===== src/rtl/riscv_pkg.sv =====
// Shared RISC-V decode constants and MEM-stage helpers.
// Contents: load/store opcodes, load/store funct3 encodings, MEM FSM state
// encoding, and store byte-enable / write-data lane helpers.
package riscv_pkg;

  localparam logic [6:0] OpcLoad  = 7'b0000011;
  localparam logic [6:0] OpcStore = 7'b0100011;

  // funct3 encodings shared by loads and stores (stores use B/H/W only)
  localparam logic [2:0] F3B  = 3'b000;
  localparam logic [2:0] F3H  = 3'b001;
  localparam logic [2:0] F3W  = 3'b010;
  localparam logic [2:0] F3Bu = 3'b100;
  localparam logic [2:0] F3Hu = 3'b101;

  typedef enum logic [0:0] {
    StIdle = 1'b0,
    StReq  = 1'b1
  } mem_state_e;

  // Byte enables for a store of width funct3 at byte offset addr_lo.
  function automatic logic [3:0] store_be(input logic [2:0] funct3, input logic [1:0] addr_lo);
    logic [3:0] be;
    case (funct3)
      F3B:     be = 4'b0001 << addr_lo;
      F3H:     be = addr_lo[1] ? 4'b1100 : 4'b0011;
      default: be = 4'b1111;
    endcase
    return be;
  endfunction

  // Replicate the store operand across all lanes; byte enables pick the lane.
  function automatic logic [31:0] store_wdata(input logic [2:0] funct3, input logic [31:0] data);
    logic [31:0] wdata;
    case (funct3)
      F3B:     wdata = {4{data[7:0]}};
      F3H:     wdata = {2{data[15:0]}};
      default: wdata = data;
    endcase
    return wdata;
  endfunction

endpackage


===== src/rtl/load_align.sv =====
// Load result alignment: selects the addressed byte/halfword of a memory word
// and sign- or zero-extends it according to the load funct3.
// Ports:
//   rdata  - 32-bit word returned by data memory
//   addr   - low two bits of the effective address
//   funct3 - load width / signedness
//   data   - 32-bit register write-back value
module load_align
  import riscv_pkg::*;
(
  input  logic [31:0] rdata,
  input  logic [1:0]  addr,
  input  logic [2:0]  funct3,
  output logic [31:0] data
);

  logic [31:0] shifted;
  logic [7:0]  byte_sel;
  logic [15:0] half_sel;

  assign shifted  = rdata >> {addr, 3'b000};
  assign byte_sel = shifted[7:0];
  assign half_sel = addr[1] ? rdata[31:16] : rdata[15:0];

  always_comb begin
    data = rdata;
    case (funct3)
      F3B:     data = {{24{byte_sel[7]}}, byte_sel};
      F3Bu:    data = {24'b0, byte_sel};
      F3H:     data = {{16{half_sel[15]}}, half_sel};
      F3Hu:    data = {16'b0, half_sel};
      default: data = rdata;
    endcase
  end

endmodule


===== src/rtl/mem_stage.sv =====
// Pipeline MEM stage: passes non-memory results to WB, issues load/store
// requests to data memory with a two-state handshake FSM, aligns load data,
// and flags illegal or misaligned accesses as exceptions.
// Ports:
//   clk, rst                    - clock, synchronous active-high reset
//   in_valid, aluout, rs2data,
//   opcode, funct3, rd, regwrite - EX result presented to this stage
//   stall                       - upstream must hold its inputs
//   dmem_req/we/addr/be/wdata   - data memory request (held stable in REQ)
//   dmem_ready, dmem_rdata      - data memory completion and read word
//   wb_valid/rd/regwrite/data/exc - registered MEM/WB outputs
module mem_stage
  import riscv_pkg::*;
(
  input  logic        clk,
  input  logic        rst,
  input  logic        in_valid,
  input  logic [31:0] aluout,
  input  logic [31:0] rs2data,
  input  logic [6:0]  opcode,
  input  logic [2:0]  funct3,
  input  logic [4:0]  rd,
  input  logic        regwrite,
  output logic        stall,
  output logic        dmem_req,
  output logic        dmem_we,
  output logic [31:0] dmem_addr,
  output logic [3:0]  dmem_be,
  output logic [31:0] dmem_wdata,
  input  logic        dmem_ready,
  input  logic [31:0] dmem_rdata,
  output logic        wb_valid,
  output logic [4:0]  wb_rd,
  output logic        wb_regwrite,
  output logic [31:0] wb_data,
  output logic        wb_exc
);

  mem_state_e  state_q, state_d;
  logic        we_q, we_d;
  logic [31:0] addr_q, addr_d;
  logic [3:0]  be_q, be_d;
  logic [31:0] wdata_q, wdata_d;
  logic [1:0]  addr_lo_q, addr_lo_d;
  logic [2:0]  f3_q, f3_d;
  logic [4:0]  rd_q, rd_d;
  logic        regwrite_q, regwrite_d;
  logic        wb_valid_q, wb_valid_d;
  logic [4:0]  wb_rd_q, wb_rd_d;
  logic        wb_regwrite_q, wb_regwrite_d;
  logic [31:0] wb_data_q, wb_data_d;
  logic        wb_exc_q, wb_exc_d;

  logic        is_load, is_store, legal, misaligned;
  logic [31:0] load_data;

  assign is_load  = (opcode == OpcLoad);
  assign is_store = (opcode == OpcStore);

  always_comb begin
    legal = 1'b0;
    if (is_load) begin
      legal = (funct3 == F3B) || (funct3 == F3H) || (funct3 == F3W) ||
              (funct3 == F3Bu) || (funct3 == F3Hu);
    end else if (is_store) begin
      legal = (funct3 == F3B) || (funct3 == F3H) || (funct3 == F3W);
    end
  end

  // funct3[1:0] gives access width for every legal encoding
  assign misaligned = ((funct3[1:0] == 2'b01) && aluout[0]) ||
                      ((funct3[1:0] == 2'b10) && (aluout[1:0] != 2'b00));

  load_align u_load_align (
    .rdata  (dmem_rdata),
    .addr   (addr_lo_q),
    .funct3 (f3_q),
    .data   (load_data)
  );

  always_comb begin
    state_d       = state_q;
    we_d          = we_q;
    addr_d        = addr_q;
    be_d          = be_q;
    wdata_d       = wdata_q;
    addr_lo_d     = addr_lo_q;
    f3_d          = f3_q;
    rd_d          = rd_q;
    regwrite_d    = regwrite_q;
    wb_valid_d    = 1'b0;
    wb_rd_d       = wb_rd_q;
    wb_regwrite_d = wb_regwrite_q;
    wb_data_d     = wb_data_q;
    wb_exc_d      = wb_exc_q;

    case (state_q)
      StIdle: begin
        if (in_valid) begin
          wb_rd_d = rd;
          if (!is_load && !is_store) begin
            wb_valid_d    = 1'b1;
            wb_regwrite_d = regwrite;
            wb_data_d     = aluout;
            wb_exc_d      = 1'b0;
          end else if (!legal || misaligned) begin
            wb_valid_d    = 1'b1;
            wb_regwrite_d = 1'b0;
            wb_data_d     = 32'b0;
            wb_exc_d      = 1'b1;
          end else begin
            // wb_rd is re-written at completion; keep it stable until then
            wb_rd_d    = wb_rd_q;
            state_d    = StReq;
            we_d       = is_store;
            addr_d     = {aluout[31:2], 2'b00};
            addr_lo_d  = aluout[1:0];
            f3_d       = funct3;
            rd_d       = rd;
            regwrite_d = regwrite;
            be_d       = is_store ? store_be(funct3, aluout[1:0]) : 4'b1111;
            wdata_d    = is_store ? store_wdata(funct3, rs2data) : 32'b0;
          end
        end
      end
      StReq: begin
        if (dmem_ready) begin
          state_d       = StIdle;
          wb_valid_d    = 1'b1;
          wb_rd_d       = rd_q;
          wb_exc_d      = 1'b0;
          wb_regwrite_d = we_q ? 1'b0 : regwrite_q;
          wb_data_d     = we_q ? 32'b0 : load_data;
        end
      end
      default: state_d = StIdle;
    endcase
  end

  always_ff @(posedge clk) begin
    if (rst) begin
      state_q       <= StIdle;
      we_q          <= 1'b0;
      addr_q        <= 32'b0;
      be_q          <= 4'b0;
      wdata_q       <= 32'b0;
      addr_lo_q     <= 2'b0;
      f3_q          <= 3'b0;
      rd_q          <= 5'b0;
      regwrite_q    <= 1'b0;
      wb_valid_q    <= 1'b0;
      wb_rd_q       <= 5'b0;
      wb_regwrite_q <= 1'b0;
      wb_data_q     <= 32'b0;
      wb_exc_q      <= 1'b0;
    end else begin
      state_q       <= state_d;
      we_q          <= we_d;
      addr_q        <= addr_d;
      be_q          <= be_d;
      wdata_q       <= wdata_d;
      addr_lo_q     <= addr_lo_d;
      f3_q          <= f3_d;
      rd_q          <= rd_d;
      regwrite_q    <= regwrite_d;
      wb_valid_q    <= wb_valid_d;
      wb_rd_q       <= wb_rd_d;
      wb_regwrite_q <= wb_regwrite_d;
      wb_data_q     <= wb_data_d;
      wb_exc_q      <= wb_exc_d;
    end
  end

  assign stall       = (state_q == StReq);
  assign dmem_req    = (state_q == StReq);
  assign dmem_we     = we_q;
  assign dmem_addr   = addr_q;
  assign dmem_be     = be_q;
  assign dmem_wdata  = wdata_q;
  assign wb_valid    = wb_valid_q;
  assign wb_rd       = wb_rd_q;
  assign wb_regwrite = wb_regwrite_q;
  assign wb_data     = wb_data_q;
  assign wb_exc      = wb_exc_q;

endmodule


===== config.mk =====
export PLATFORM = sky130hd
export DESIGN_NAME = mem_stage
export DESIGN_NICKNAME = d
export VERILOG_FILES = /design/src/rtl/riscv_pkg.sv /design/src/rtl/load_align.sv /design/src/rtl/mem_stage.sv
export SDC_FILE = /design/constraint.sdc
export NUM_CORES = 1
export LEC_CHECK = 0
export ABC_AREA = 1
export ABC_CLOCK_PERIOD_IN_PS = 1800
export CORE_MARGIN = 5
export CORE_UTILIZATION = 45
export DETAILED_ROUTE_END_ITERATION = 10
export PLACE_DENSITY_LB_ADDON = 0.05
export SLEW_MARGIN = 10
export SYNTH_ARGS = -nofsm -noshare
export SYNTH_HDL_FRONTEND = slang
export SYNTH_SLANG_ARGS = --single-unit

===== constraint.sdc =====
create_clock -name clk -period 1.8 [get_ports clk]
set_input_delay 0.54 -clock clk [delete_from_list [all_inputs] [get_ports clk]]
set_output_delay 0.54 -clock clk [all_outputs]
set_load 0.005 [all_outputs]

==> results, run 1 <==
- The clock root buffer is clkbuf_16.
- In this run the biggest area consumer among cell types represents 36.8% of the synthesized area.
- The power density of the placed cells is 697 mW/mm².
- The number of global-route vias before repair came to 7313.
- The largest single stage delay on the critical path is 0.49 ns.
- The number of antenna violations at the first check in global routing is 4.
- The accumulated negative setup slack is -0.0364 ns.
- The buffer levels on the longest clock path is 2.
- Traced cell by cell, the critical path runs through clkdlybuf4s50_1 > inv_1 > nor2_2 > nor2_4 > buf_4 > nand4_4 > buf_8 > buf_12 > buf_12 > nand2_1 > a21oi_2.
- The first detailed-routing pass ran for 5 iterations.
- The path class of the lowest-slack min-delay path is register to register.
- The first global-routing pass estimated 37800 µm of wire.
- Of the cells placed in the final design, the portion with a size suffix greater than 1 is 15.0%.
- The critical-path maximum fanout is 14.
- The quantity of I/O buffers inserted on ports is 224.
- The clock tree from TritonCTS is built.
- The die outline height is 130 µm.
- Counting instances in the post-synthesis netlist gives the leading cell types as nand2_1, nor2_1, dfxtp_1, nand3_1, a21oi_1.
- Registers take 0.00239 mm².
- The area occupied by multi-input gates is 0.00365 mm².
- The area growth from synthesis to layout is 64.2%.
- Among all flip-flop cells after synthesis, the most frequent one is dfxtp_1.
- The synthesized instance count is 1057.
- For the worst setup path, the data arrival time is 2.17 ns.
- nand2_1 is the most common cell in the netlist.
- The analysis attributes to cell leakage a power of 5.48 nW.
- The routed layout has 7962 vias.
- Setup slack on the critical path of the routed design comes to -0.0216 ns.
- In this run, synthesis inferred 0 flip-flops with an integrated enable.
- The cell taking the most area after synthesis is dfxtp_1.
- The number of hold violations in the final report came to 0.
- The final setup violation count is 2.
- The largest individual stage delay along the critical path comes from the cell clkdlybuf4s50_1.
- Clock-pin slew was measured on the worst setup and hold paths at 0.06 ns.
- From left edge to right edge, the die measures 130 µm.
- The detailed router's first-iteration violation count is 709.
- The worst setup path is of the input port to register kind.
- The worst path uses 101% of the clock period.
- Once layout is complete, the utilization of the core stands at 75.9%.
- The wire length per cell after detailed routing is 16.8 µm.
- The number of warnings reported in the yosys synthesis log is 0.
- The total standard cell area after synthesis is 0.00647 mm².
- Max-cap violations in this run came to 0.
- The H-tree generated during clock tree synthesis spans 4 levels.
- The residual DRC count is 0.
- A synthesized cell averages 6.12 µm².
- The critical path's most frequent cell is buf_12.
- After floorplanning, the core was divided into 43 placement rows.
- The total congestion overflow is 0.
- Buffers inserted during clock tree synthesis total 17.
- The time the final worst path needs with I/O delays and setup is 1.82 ns.
- Ranked by total cell area, the synthesized netlist is headed by dfxtp_1, nand2_1, nor2_1.
- The part of the Yosys area used for sequential elements is 36.8%.
- The number of slew-limit violations in the final report came to 0.
- The largest net degree at the start of global routing is 48.
- Pin placement for this block handled 227 I/O pins.
- For this run, the top clock speed supported by timing is 549 MHz.
- The flow ran to the end, but the final reports show violations.
- The insertion delay to the later sink of the worst-skew pair is 0.42 ns.
- The layout filler cell count is 1139.
- On the final layout, the worst clock skew is 0.00784 ns.
- STA classifies the critical path endpoint as a register.
- Routability-driven placement finished with a final weighted congestion of 0.896.
- The total half-perimeter wirelength after legalization and detailed placement is 16900 µm.
- The proportion of register bits with asynchronous set or reset after synthesis is 0%.
- The required arrival time at the worst endpoint is 2.15 ns.
- The sort of element at the start of the critical path is an input port.
- The initial cell density of the core is 46.3%.
- The region available for standard cell placement spans 0.0140 mm².
- The kind of cell with the highest combined delay on the critical path is buffers and inverters.
- The checks that failed: negative setup slack.
- Clock tree synthesis found a total of 119 sinks.
- In this run, distinct cell masters in the synthesized netlist total 25.
- Counting flops and latches in the post-synthesis netlist gives 119.
- The global-route usage over all layers is 28.6%.
- The remaining number of nets flagged by the antenna check after routing is 0.
- The average via count per standard cell is 5.22.
- For this block, the routed nets add up to 25700 µm of wire.
- Counting both buffers and inverters, the worst setup path holds a total of 6.
- The worst-case IR drop observed on VDD is 0.611 mV.
- The net total in the final layout is 1445.
- The die outline area is 0.0169 mm².
- Setup repair after global routing could not meet its margin everywhere.
==> sequential cells by signal, summed over array words and instances, names as in the netlist, 2 cells and up <==
register	count
wb_rd	5
dmem_addr	30
dmem_be	4
addr_lo_q	2
wb_data	32
dmem_wdata	32
rd_q	5
f3_q	3
==> what timing repair did <==
| action | in CTS | in global routing |
|---|---|---|
| pin swaps | 7 | 16 |
| gates cloned | 6 | 7 |
| buffers inserted | 14 | 5 |
| endpoints found under the setup margin | 204 | 142 |
| hold buffers | 0 | 0 |
| gates resized for setup | 132 | 74 |
| endpoints found under the hold margin | 0 | 0 |
==> final cells by class <==
cell class	instances	share of cell area (%)
Antenna cell	2	0.0471
Clock buffer	23	4.69
Clock inverter	9	1.32
Inverter	75	2.70
Multi-Input combinational cell	791	34.4
Sequential cell	119	22.5
Tap cell	180	2.12
Timing Repair Buffer	325	32.2
==> cell usage in the layout, fill, tap and decap left out, types with 2 or more instances in the layout <==
| cell type | Yosys | routed |
|---|---|---|
| nand3_2 | 1 | 6 |
| nor2_1 | 180 | 171 |
| nor2_2 | 3 | 7 |
| nand3b_1 | 30 | 30 |
| nor2_4 | 3 | 8 |
| inv_2 | 5 | 5 |
| dlygate4sd2_1 | 0 | 89 |
| diode_2 | 0 | 2 |
| buf_6 | 4 | 7 |
| a21oi_2 | 0 | 11 |
| nand2_2 | 3 | 9 |
| clkdlybuf4s50_1 | 0 | 105 |
| dlymetal6s2s_1 | 0 | 29 |
| conb_1 | 1 | 2 |
| clkbuf_16 | 0 | 24 |
| inv_1 | 70 | 69 |
| a21oi_1 | 78 | 67 |
| clkbuf_8 | 0 | 5 |
| buf_4 | 10 | 64 |
| nand2_1 | 332 | 324 |
| nand2_4 | 0 | 2 |
| nand3_4 | 0 | 2 |
| o21ai_2 | 0 | 5 |
| dfxtp_1 | 119 | 111 |
| bufinv_16 | 0 | 3 |
| o21ai_0 | 47 | 42 |
| clkinvlp_4 | 0 | 2 |
| dfxtp_2 | 0 | 7 |
| buf_8 | 0 | 3 |
| buf_16 | 0 | 4 |
| clkinv_4 | 0 | 4 |
| nand3_1 | 106 | 99 |
| buf_12 | 0 | 15 |
==> worst register-to-register path, cell delays in order (launching register included) <==
cell     delay [ns]
dfxtp_4        0.35
buf_4          0.17
inv_2          0.09
nand2_2        0.09
inv_2          0.13
nand4_4        0.15
buf_8          0.18
buf_12         0.13
buf_12         0.14
nand2_1        0.10
a21oi_2        0.07
==> layer usage <==
| metal | share of wire (%) | up-vias | global-route usage (%) | routed length (µm) |
|---|---|---|---|---|
| met5 | 0.097 | - | 0 | 25 |
| met4 | 3.2 | 4 | 10.7 | 818 |
| met3 | 9.6 | 73 | 9.17 | 2450 |
| met2 | 50 | 380 | 47.8 | 12700 |
| met1 | 37 | 3627 | 34.3 | 9610 |
| li1 | - | 3878 | - | - |
==> where the power goes <==
group / leakage, nW / switching, W / internal (W)
clock: 0.306 / 0.00129 / 0.00237
combinational: 4.21 / 0.000484 / 0.000528
sequential: 0.972 / 0.0000334 / 0.00270
total: 5.48 / 0.00181 / 0.00560
==> path summary, 6_finish.rpt <==
kind	cells after the start	from	to	slack [ns]
max	11	aluout[0]	dmem_addr[17]	-0.02
min	2	dmem_addr[9]	dmem_addr[9]	0.46
max reg2reg	10	dmem_req	dmem_addr[17]	0.09
min reg2reg	2	dmem_addr[9]	dmem_addr[9]	0.46
==> kinds of logic (layout without fill, tap and decap cells) <==
group / count (synthesis) / in the layout / synth area share (%)
flops: 119 / 119 / 36.8
simple gates: 661 / 661 / 43.1
compound gates: 128 / 128 / 9.96
other cells: 1 / 4 / 0.0580
buf+inv: 148 / 432 / 10.1
==> stage by stage <==
step	hold slack (ns)	cell area [µm²]	power (W)	worst slack (ns)	instances
floorplan	0.430	6470	0.00316	0.106	1058
global placement	0.439	9250	0.00375	-0.483	1459
detailed placement	0.447	9250	0.00376	-0.572	1459
CTS	0.463	10200	0.00738	-0.0341	1511
global route	0.475	10600	0.00766	-0.0735	1524
finish	0.461	10600	0.00741	-0.0216	1524
(Power assumes the default switching activity.)
==> run 2: changes to the inputs <==
Settings changed: CORE_ASPECT_RATIO set to 0.7.
==> run 2 against run 1 <==
The run now ends clean. Global-route usage down 0.71 points. Maximum frequency increased by 3.5%. Worst setup slack improved by 0.062 ns. Highest routed layer is now met4. Clock skew is 0.0014 ns higher. Via count is 3.0% lower. Critical endpoint is now wb_data[3]. Sequential share of layout area up 0.80 points. Critical path type unchanged. Core utilization down 2.7 points. Combinational power is 4% lower. Power is 1.2% lower. Wire length fell by 3.8%.
==> results, run 2 (synthesized netlist as in run 1, its figures left out) <==
- The path class of the lowest-slack min-delay path is register to register.
- The iteration count of the initial detailed-routing pass is 6 (+1).
- Setup repair after global routing could not meet its margin everywhere.
- The net switching share of the total power is 26.0% (+1.6 points).
- The residual DRC count came to 0 (unchanged).
- The clock net sink count is 119 (unchanged).
- The weighted congestion reported at the end of routability-driven placement is 0.961 (+7.2%).
- The time the final worst path needs with I/O delays and setup came to 1.76 ns (-0.0619 ns).
- The max capacitance violation total was 0 (unchanged).
- The number of primary I/O pins is 227 (unchanged).
- The overall die width came to 153 µm (+18%).
- The final wirelength is 24700 µm (-3.8%).
- The post-layout utilization of the core is 73.2% (-2.7 points).
- The insertion delay to the later sink of the worst-skew pair is 0.42 ns (about the same).
- The accumulated negative setup slack is 0 ns (+0.0364 ns).
- The total buffers and inverters traversed by the critical path is 5 (-1).
- The sort of element at the start of the critical path is an input port.
- The die outline height was 110 µm (-15%).
- The largest net degree at the start of global routing is 40 (-17%).
- The delay of the slowest cell on the worst path is 0.47 ns (-0.02 ns).
- The internal cell power is 0.00542 W (-3.3%).
- The number of hold violations in the final report came to 0 (unchanged).
- Walking the worst path, the cells encountered are clkdlybuf4s50_1 > nand2_2 > buf_4 > inv_2 > nand3_1 > buf_12 > nand3_1 > inv_1 > a21oi_1 > nand2_1 > nand2_1 > nor2_1.
- The part of the total power dissipated in the clock network was 49.4% (about the same).
- The quantity of I/O buffers inserted on ports is 224 (unchanged).
- The kind of cell with the highest combined delay on the critical path is buffers and inverters.
- The largest vdd supply drop is 0.722 mV (+18%).
- The critical path is of the input port to register type.
- The period utilization came to 97.8% (-3.4 points).
- STA classifies the critical path endpoint as a register.
- The number of antenna violations at the first check in global routing was 0 (-4).
- The average via count per standard cell is 5.08 (-2.7%).
- The antenna diode count was 0 (-2).
- The power after layout came to 0.00732 W (-1.2%).
- The total half-perimeter wirelength after legalization and detailed placement is 17500 µm (+3.4%).
- The clock tree from TritonCTS is built.
- The H-tree depth is 4 (unchanged).
- The wire length per cell after detailed routing is 16.2 µm (-3.5%).
- The net total in the final layout is 1432 (-0.90%).
- The detailed router's first-iteration violation count is 748 (+5.5%).
- The switching power of the nets is 0.00190 W (+5.2%).
- The power density of the placed cells is 714 mW/mm² (+2.4%).
- The total congestion overflow is 0 (unchanged).
- The critical-path maximum fanout is 33 (+19).
- The clock-pin slew of the registers on the worst-case setup and hold paths is 0.06 ns (about the same).
- The total vias in the final route came to 7720 (-3.0%).
- The flow ran to the end, and the final reports show no timing, DRC or antenna violations.
- The fraction of final layout cells with drive strength greater than 1 came to 13.0% (-2.0 points).
- The global-route usage over all layers is 27.9% (-0.71 points).
- The proportion of power drawn by flip-flops and latches is 37.3% (+0.4 points).
- The logic gate share of total power is 13.3% (-0.4 points).
- The die outline area is 0.0169 mm² (+0.23%).
- The cell with the biggest individual delay on the critical path is clkdlybuf4s50_1.
- Leaving out fill and tap cells, the most frequent cells in the layout are nand2_1, nor2_1, dfxtp_1.
- The total number of placement rows came to 36 (-16%).
- The area of the placeable core came to 0.0140 mm² (+0.14%).
- The placement-stage worst setup slack was -0.522 ns (+0.0494 ns).
- The leakage power total is 5.27 nW (-3.9%).
- The buffer levels on the longest clock path is 2 (unchanged).
- The required arrival time at the worst endpoint came to 2.11 ns (-0.04 ns).
- The final setup violation count came to 0 (-2).
- The remaining number of nets flagged by the antenna check after routing is 0 (unchanged).
- The initial cell density of the core is 46.2% (-0.066 points).
- The worst-case clock skew is 0.00926 ns (+0.00142 ns).
- The first-pass GRT wire length came to 37600 µm (-0.55%).
- The clock root buffer is clkbuf_16.
- The number of global-route vias before repair is 7051 (-3.6%).
- The highest achievable clock rate is 568 MHz (+3.5%).
- The hold slack was 0.454 ns (-0.00677 ns).
- The worst path setup slack after routing is 0.0403 ns (+0.0619 ns).
- The number of slew-limit violations in the final report is 0 (unchanged).
- Relative to the synthesized area, the layout overhead comes to 58.5%.
- The layout filler cell count came to 1186 (+4.1%).
- The number of buffers inserted during clock tree synthesis is 17 (unchanged).
- The most common cell after layout, fill and taps aside is nand2_1.
- The arrival time reported for the critical path endpoint came to 2.07 ns (-0.10 ns).
## run 2: changes by cell type in the layout (fill, tap and decap cells not counted), sizes merged
cell,change
bufbuf,-1
buf,-7
clkinv,-1
inv,+6
dlygate4sd2,+7
diode,-2
clkbuf,-10
dlymetal6s2s,-7
## run 2: final timing paths
kind	from	end	slack, ns	cells past startpoint
setup / recovery	opcode[1]	wb_data[3]	0.04	12
hold / removal	regwrite_q	regwrite_q	0.45	2
setup reg to reg	f3_q[1]	wb_data[3]	0.20	10
hold reg to reg	regwrite_q	regwrite_q	0.45	2
## run 2: final cells by class
class | instances | area [µm²] | share of cell area (%)
multi-input cells | 791 | 3570 | 34.8
clock inverters | 14 | 186 | 1.82
inverters | 75 | 289 | 2.82
flip-flops and latches | 119 | 2390 | 23.3
clock buffers | 18 | 429 | 4.18
repair buffers | 312 | 3150 | 30.7
well taps | 190 | 238 | 2.32
## run 2: timing repair
| item | in CTS | in global routing |
|---|---|---|
| pin swaps | 9 | 8 |
| hold buffers | 0 | 0 |
| buffers inserted | 8 | 3 |
| cloned | 5 | 3 |
| endpoints found under the setup margin | 154 | 94 |
| resized for setup | 117 | 64 |
## run 2: through the flow
stage / std cells / instance area [µm²]
after floorplan: 1058 / 6470
after global placement: 1468 / 9230
after detailed placement: 1468 / 9230
after CTS: 1513 / 10000
after global routing: 1519 / 10300
final: 1519 / 10300
## run 2: worst min-delay path, cell delays in order, from the launching register on
cell	delay (ns)
dfxtp_1	0.29
inv_1	0.06
a21oi_1	0.06
## run 2: layer usage
layer | GRT usage [%] | routed length, µm
met1 | 40.0 | 11200
met2 | 41.3 | 10500
met3 | 9.36 | 2860
met4 | 4.45 | 164
met5 | 0 | 0
## run 2: power by group through the flow
stage          clock (W)  combinational [W]  sequential, W
2_1_floorplan          0           0.000368        0.00279
5_1_grt          0.00378            0.00106        0.00274
3_5_place_dp           0           0.000960        0.00279
6_report         0.00362           0.000974        0.00273
3_3_place_gp           0           0.000956        0.00279
4_1_cts          0.00365           0.000939        0.00273
